`src/rtl/serial_adder_if.sv`:
```
// Requester <-> bit-serial adder handshake: operands and start in, result and status back.
interface serial_adder_if #(parameter int WIDTH = 8);
  logic             start;
  logic             op;
  logic             ci;
  logic [WIDTH-1:0] a;
  logic [WIDTH-1:0] b;
  logic             busy;
  logic             done;
  logic [WIDTH-1:0] s;
  logic             co;
  logic             ovf;

  modport master (output start, op, ci, a, b, input busy, done, s, co, ovf);
  modport slave  (input start, op, ci, a, b, output busy, done, s, co, ovf);
endinterface

```
`src/rtl/serial_adder_ctrl.sv`:
```
// Bit-serial add/subtract: one full-adder cell walks a WIDTH-bit operand pair LSB first,
// one bit per clock. The result is published only when the last bit is done.
module serial_adder_fa (
  input  logic x,
  input  logic y,
  input  logic cin,
  output logic sum,
  output logic cout
);
  assign sum  = x ^ y ^ cin;
  assign cout = (x & y) | (cin & (x ^ y));
endmodule

module serial_adder_ctrl #(
  parameter int WIDTH = 8
) (
  input  logic           clk,
  input  logic           rst,
  serial_adder_if.slave  bus
);
  localparam int CW = (WIDTH > 2) ? $clog2(WIDTH) : 1;
  localparam logic [CW-1:0] LAST = CW'(WIDTH - 1);

  localparam logic [1:0] IDLE = 2'd0;
  localparam logic [1:0] RUN  = 2'd1;
  localparam logic [1:0] DONE = 2'd2;

  logic [1:0]       state;
  logic [WIDTH-1:0] sh_a, sh_b, acc, s_q;
  logic [CW-1:0]    cnt;
  logic             carry, co_q, ovf_q;
  logic             fa_sum, fa_cout;

  serial_adder_fa u_fa (
    .x    (sh_a[0]),
    .y    (sh_b[0]),
    .cin  (carry),
    .sum  (fa_sum),
    .cout (fa_cout)
  );

  always_ff @(posedge clk or posedge rst) begin
    if (rst) begin
      state <= IDLE;
      sh_a  <= '0;
      sh_b  <= '0;
      acc   <= '0;
      cnt   <= '0;
      carry <= 1'b0;
      s_q   <= '0;
      co_q  <= 1'b0;
      ovf_q <= 1'b0;
    end else begin
      case (state)
        IDLE, DONE: begin
          if (bus.start) begin
            // Subtract is a + ~b + 1: invert b up front, seed the carry with 1.
            sh_a  <= bus.a;
            sh_b  <= bus.op ? ~bus.b : bus.b;
            carry <= bus.op ? 1'b1 : bus.ci;
            cnt   <= '0;
            state <= RUN;
          end else begin
            state <= IDLE;
          end
        end
        RUN: begin
          sh_a  <= sh_a >> 1;
          sh_b  <= sh_b >> 1;
          acc   <= {fa_sum, acc[WIDTH-1:1]};
          carry <= fa_cout;
          cnt   <= cnt + 1'b1;
          if (cnt == LAST) begin
            // carry still holds the carry into the MSB here
            s_q   <= {fa_sum, acc[WIDTH-1:1]};
            co_q  <= fa_cout;
            ovf_q <= fa_cout ^ carry;
            state <= DONE;
          end
        end
        default: state <= IDLE;
      endcase
    end
  end

  assign bus.busy = (state == RUN);
  assign bus.done = (state == DONE);
  assign bus.s    = s_q;
  assign bus.co   = co_q;
  assign bus.ovf  = ovf_q;
endmodule

```
`src/flat_wrapper.sv`:
```
// flat-port wrapper written by rule: the top's interface ports become plain ports
module serial_adder_ctrl_flat 
#(
  parameter int WIDTH = 8
)
  (clk, rst, bus_start, bus_op, bus_ci, bus_a, bus_b, bus_busy, bus_done, bus_s, bus_co, bus_ovf);
  serial_adder_if #(.WIDTH(WIDTH)) bus_i ();
  input  logic clk;
  input  logic rst;
  input wire logic [$bits(bus_i.start)-1:0] bus_start;
  input wire logic [$bits(bus_i.op)-1:0] bus_op;
  input wire logic [$bits(bus_i.ci)-1:0] bus_ci;
  input wire logic [$bits(bus_i.a)-1:0] bus_a;
  input wire logic [$bits(bus_i.b)-1:0] bus_b;
  output wire logic [$bits(bus_i.busy)-1:0] bus_busy;
  output wire logic [$bits(bus_i.done)-1:0] bus_done;
  output wire logic [$bits(bus_i.s)-1:0] bus_s;
  output wire logic [$bits(bus_i.co)-1:0] bus_co;
  output wire logic [$bits(bus_i.ovf)-1:0] bus_ovf;
  assign bus_i.start = bus_start;
  assign bus_i.op = bus_op;
  assign bus_i.ci = bus_ci;
  assign bus_i.a = bus_a;
  assign bus_i.b = bus_b;
  assign bus_busy = bus_i.busy;
  assign bus_done = bus_i.done;
  assign bus_s = bus_i.s;
  assign bus_co = bus_i.co;
  assign bus_ovf = bus_i.ovf;
  serial_adder_ctrl #(.WIDTH(WIDTH)) u_core (.clk(clk), .rst(rst), .bus(bus_i));
endmodule
```
`config.mk`:
```
export PLATFORM = sky130hd
export DESIGN_NAME = serial_adder_ctrl_flat
export DESIGN_NICKNAME = d
export VERILOG_FILES = /design/src/rtl/serial_adder_if.sv /design/src/rtl/serial_adder_ctrl.sv /design/src/flat_wrapper.sv
export SDC_FILE = /design/constraint.sdc
export NUM_CORES = 1
export LEC_CHECK = 0
export CAP_MARGIN = 20
export CORE_MARGIN = 2
export CORE_UTILIZATION = 25
export DETAILED_ROUTE_END_ITERATION = 7
export GPL_TIMING_DRIVEN = 0
export PLACE_DENSITY = 0.42
export SYNTH_ARGS = -nofsm -noshare
export SYNTH_HDL_FRONTEND = slang
export SYNTH_SLANG_ARGS = --single-unit
export TNS_END_PERCENT = 50
```
`constraint.sdc`:
```
create_clock -name clk -period 2.1 [get_ports clk]
set_input_delay 0.525 -clock clk [delete_from_list [all_inputs] [get_ports clk]]
set_output_delay 0.525 -clock clk [all_outputs]
set_load 0.1 [all_outputs]
```
==> impl_metrics.json <==
{
  "rr_endpoint": "u_core.bus.s[1]",
  "critical-path-max-stage-delay_ns": 0.86,
  "combinationalPowerShare_pct": 52.6,
  "core_region_area_um2": 6420,
  "insertion_delay_of_the_later_clocked_pin_in_the_worst_skew_pair_ns": 0.29,
  "worstRegToRegCells": 5,
  "synth_fa_ha_area_share_pct": 2.67,
  "first_global_vias": 1144,
  "port-buffer-count": 31,
  "worstPathArrival_ns": 1.51,
  "fin_worst_hold_slack_ns": 0.480,
  "largest_net_degree_at_the_start_of_global_routing": 40,
  "synth_xor_xnor_area_share_pct": 4.68,
  "growth_of_design_area_from_synthesis_to_finish_pct": 28.5,
  "gp_congestion": 0.655,
  "power_switching_uw": 1750,
  "hold_path.startpoint": "u_core.sh_a[2]",
  "route.layer.met1.wl_mm": 1.57,
  "tritoncts.num_buffers": 5,
  "die_w_um": 86.1,
  "timing.hold.worst_path_depth": 1,
  "cell_types_with_the_highest_counts_after_synthesis": "39 x sky130_fd_sc_hd__dfrtp_1, 17 x sky130_fd_sc_hd__mux2_2, 11 x sky130_fd_sc_hd__a22o_1",
  "antenna-diode-count": 0,
  "max_capacitance_violation_count": 0,
  "launch_point_of_the_worst_reg_to_reg_path": "u_core.cnt[0]",
  "finalHoldViolCount": 0,
  "unrepaired_setup_endpoints_after_global_routing": "no",
  "setup_viol_count_final": 0,
  "die_area_um2": 7410,
  "met2RoutedLength_mm": 1.47,
  "synth-seq-area-share_pct": 57.9,
  "synthSimpleGateAreaFrac_pct": 5.05,
  "fmax_ghz": 0.492,
  "cp-end-kind": "output port",
  "layout_worst_path_cycle_share_pct": 96.8,
  "reg2reg_setup_slack_ns": 0.37,
  "power.share.switching_pct": 45.6,
  "count_of_unresolved_drc_violations_after_routing": 0,
  "number_of_detailed_routing_iterations_run_before_antenna_repair": 4,
  "post_drt_via_cell_ratio": 4.49,
  "final.setup_skew_ns": 0.00845,
  "synthesis.instances": 124,
  "total_power_uw": 3840,
  "synthDistinctLibCells": 23,
  "met3_length_um": 159,
  "cts_root_buf": "sky130_fd_sc_hd__clkbuf_8",
  "synth_mux_area_share_pct": 11.4,
  "start_util_pct": 26.2,
  "topRoutingLayerUsed": "met4",
  "drtIter0Drc": 30,
  "yosys.cell_count.top_type": "sky130_fd_sc_hd__dfrtp_1",
  "cts-resized-gates": 20,
  "place.detailed.hpwl_mm": 2.22,
  "worstHoldPathType": "reg2reg",
  "outcome": "finished, final reports clean",
  "synth-main-ff-cell": "sky130_fd_sc_hd__dfrtp_1",
  "num_io_pins": 33,
  "relSlewSlack_pct": 35.9,
  "postSynth.asyncResetShare_pct": 100,
  "period_needed_ns": 2.03,
  "yosysWarningCount": 0,
  "worst_path_dominant_cell_family": "buffers and inverters",
  "worstSetupPathType": "reg2out",
  "globalRouteOverflowTotal": 0,
  "global_route.usage.total_pct": 9.47,
  "first_pass_grt_wire_length_mm": 5.51,
  "worstPathMaxFanout": 2,
  "synth_seq_cells": 39,
  "layout-drive-gt1-share_pct": 22.2,
  "antenna_violations_before_repair": 0,
  "tritoncts_num_sinks": 39,
  "worstPathBufferInverterCount": 1,
  "worst_setup_hold_path_clk_slew_ns": 0.08,
  "overall_via_count_from_detail_route": 1072,
  "syn-cell-area_um2": 1690,
  "power.clock.fraction_pct": 12.9,
  "cts_hold_buffers": 0,
  "p_seq_share_pct": 34.4,
  "cts_buffer_depth": 2,
  "synth_top_family_by_area": "compound AO/OA/AOI/OAI gates",
  "intPower_uw": 2090,
  "leakage_uw": 0.00101,
  "route.final.wire_length_mm": 3.23,
  "totalNegativeSetupSlack_ns": 0,
  "synth-compound-area-share_pct": 14.2,
  "power.density_cell_area_nw_per_um2": 1770,
  "ys_top_cells_by_area": "sky130_fd_sc_hd__dfrtp_1 58%, sky130_fd_sc_hd__mux2_2 11%, sky130_fd_sc_hd__a22o_1 5.7%",
  "wl_per_cell_um": 13.5,
  "tritoncts": "yes",
  "htree_num_levels": 2,
  "highest_delay_cell_along_the_critical_path": "sky130_fd_sc_hd__dlygate4sd2_1",
  "die_y_um": 86.1,
  "syn-mean-instance-area_um2": 13.6,
  "worstPathRequired_ns": 1.57,
  "crit_chain": "dlygate4sd2_1",
  "fillCellCount": 652,
  "vdd.ir_drop.worst_v": 0.000586,
  "floorplan.rows": 29,
  "antenna_violating_nets_post_route": 0,
  "post_cts_buffers": 0,
  "yosysTopAreaCell": "sky130_fd_sc_hd__dfrtp_1",
  "worstHoldEndpoint": "u_core.sh_a[2]",
  "synth.net_count": 148,
  "synth.top_cell.area_share_pct": 57.9,
  "synth_enable_flop_cells": 0,
  "drv_slew": 0,
  "worst_setup_path_start_kind": "flop",
  "max_slew.worst_pin.slew_ns": 0.966,
  "final_nets": 185
}
[per-stage QoR]
step / instances / cell area, um^2 / utilization, % / setup WS (ns)
2_1_floorplan: 124 / 1690 / - / 0.410
3_3_place_gp: 232 / 2090 / 32.6 / -0.499
3_5_place_dp: 232 / 2090 / 32.6 / -0.524
4_1_cts: 240 / 2170 / 33.7 / 0.0482
5_1_grt: 239 / 2170 / 33.7 / 0.0184
6_report: 239 / 2170 / 33.7 / 0.0673
[power groups by stage]
| stage | sequential, uW | clock [uW] | combinational, uW |
|---|---|---|---|
| 3_3_place_gp | 1330 | 0 | 2080 |
| 5_1_grt | 1370 | 544 | 2170 |
| 3_5_place_dp | 1340 | 0 | 2110 |
| 6_report | 1320 | 497 | 2020 |
| 4_1_cts | 1330 | 511 | 2050 |
| 2_1_floorplan | 1970 | 0 | 992 |
[cell usage in the layout (no fill, tap or decap)]
cell and count:
sky130_fd_sc_hd__clkinvlp_4 1, sky130_fd_sc_hd__dfrtp_1 39, sky130_fd_sc_hd__a22o_1 11, sky130_fd_sc_hd__inv_1 2
sky130_fd_sc_hd__nor2_1 9, sky130_fd_sc_hd__clkbuf_1 2, sky130_fd_sc_hd__and2b_1 1, sky130_fd_sc_hd__buf_2 4
sky130_fd_sc_hd__a21o_1 7, sky130_fd_sc_hd__nand3b_1 1, sky130_fd_sc_hd__xnor2_1 8, sky130_fd_sc_hd__clkinv_2 1
sky130_fd_sc_hd__buf_8 1, sky130_fd_sc_hd__nand2_1 1, sky130_fd_sc_hd__nor2b_4 1, sky130_fd_sc_hd__buf_6 2
sky130_fd_sc_hd__clkdlybuf4s15_2 1, sky130_fd_sc_hd__xor2_1 1, sky130_fd_sc_hd__clkdlybuf4s50_1 19, sky130_fd_sc_hd__inv_2 1
sky130_fd_sc_hd__ha_1 2, sky130_fd_sc_hd__fa_1 1, sky130_fd_sc_hd__dlygate4sd2_1 10, sky130_fd_sc_hd__buf_4 1
sky130_fd_sc_hd__nor2b_1 1, sky130_fd_sc_hd__o21ai_0 2, sky130_fd_sc_hd__nor2_2 1, sky130_fd_sc_hd__nand2b_1 1
sky130_fd_sc_hd__mux2_2 17, sky130_fd_sc_hd__clkbuf_8 5, sky130_fd_sc_hd__a221o_1 8
[worst max path at each step]
stage                          startpoint        to  slack, ns  cells after the start
after global placement    u_core.state[0]  bus_busy      -0.50                      4
final                      u_core.bus.ovf   bus_ovf       0.07                      1
after CTS                  u_core.bus.ovf   bus_ovf       0.05                      1
after global routing        u_core.bus.co    bus_co       0.02                      1
after floorplan           u_core.state[0]  bus_done       0.41                      1
after detailed placement  u_core.state[0]  bus_busy      -0.52                      4
[kinds of logic after synthesis]
group | after synthesis
AO/OA/AOI/OAI | 28
XOR/XNOR | 9
adder cells (fa/ha/maj) | 3
buffers and inverters | 12
flip-flops | 39
multiplexers | 17
AND/OR/NAND/NOR | 16
[flip-flops by register name (all words and copies together) (netlist names)]
| register | cells |
|---|---|
| u_core.cnt | 3 |
| u_core.carry | 1 |
| u_core.bus.s | 8 |
| u_core.state | 2 |
| u_core.bus.co | 1 |
| u_core.sh_a | 8 |
| u_core.bus.ovf | 1 |
| u_core.sh_b | 8 |
| u_core.acc | 7 |
[layer usage]
metal / vias up / global-route usage [%]
met5: - / 0
met4: 0 / 3.03
met3: 4 / 3.27
met2: 26 / 13.8
met1: 529 / 13.2
li1: 513 / -
[cell type report]
type                            count  area, um^2  share of cell area, %
Buffer                              8        53.8                   2.48
Multi-Input combinational cell     73         639                   29.5
Timing Repair Buffer               31         304                   14.0
Clock inverter                      2        12.5                  0.578
Tap cell                           77        96.3                   4.45
Inverter                            3        11.3                  0.520
Sequential cell                    39         976                   45.1
Clock buffer                        6        72.6                   3.35
Power figures use the tool's default switching activity.
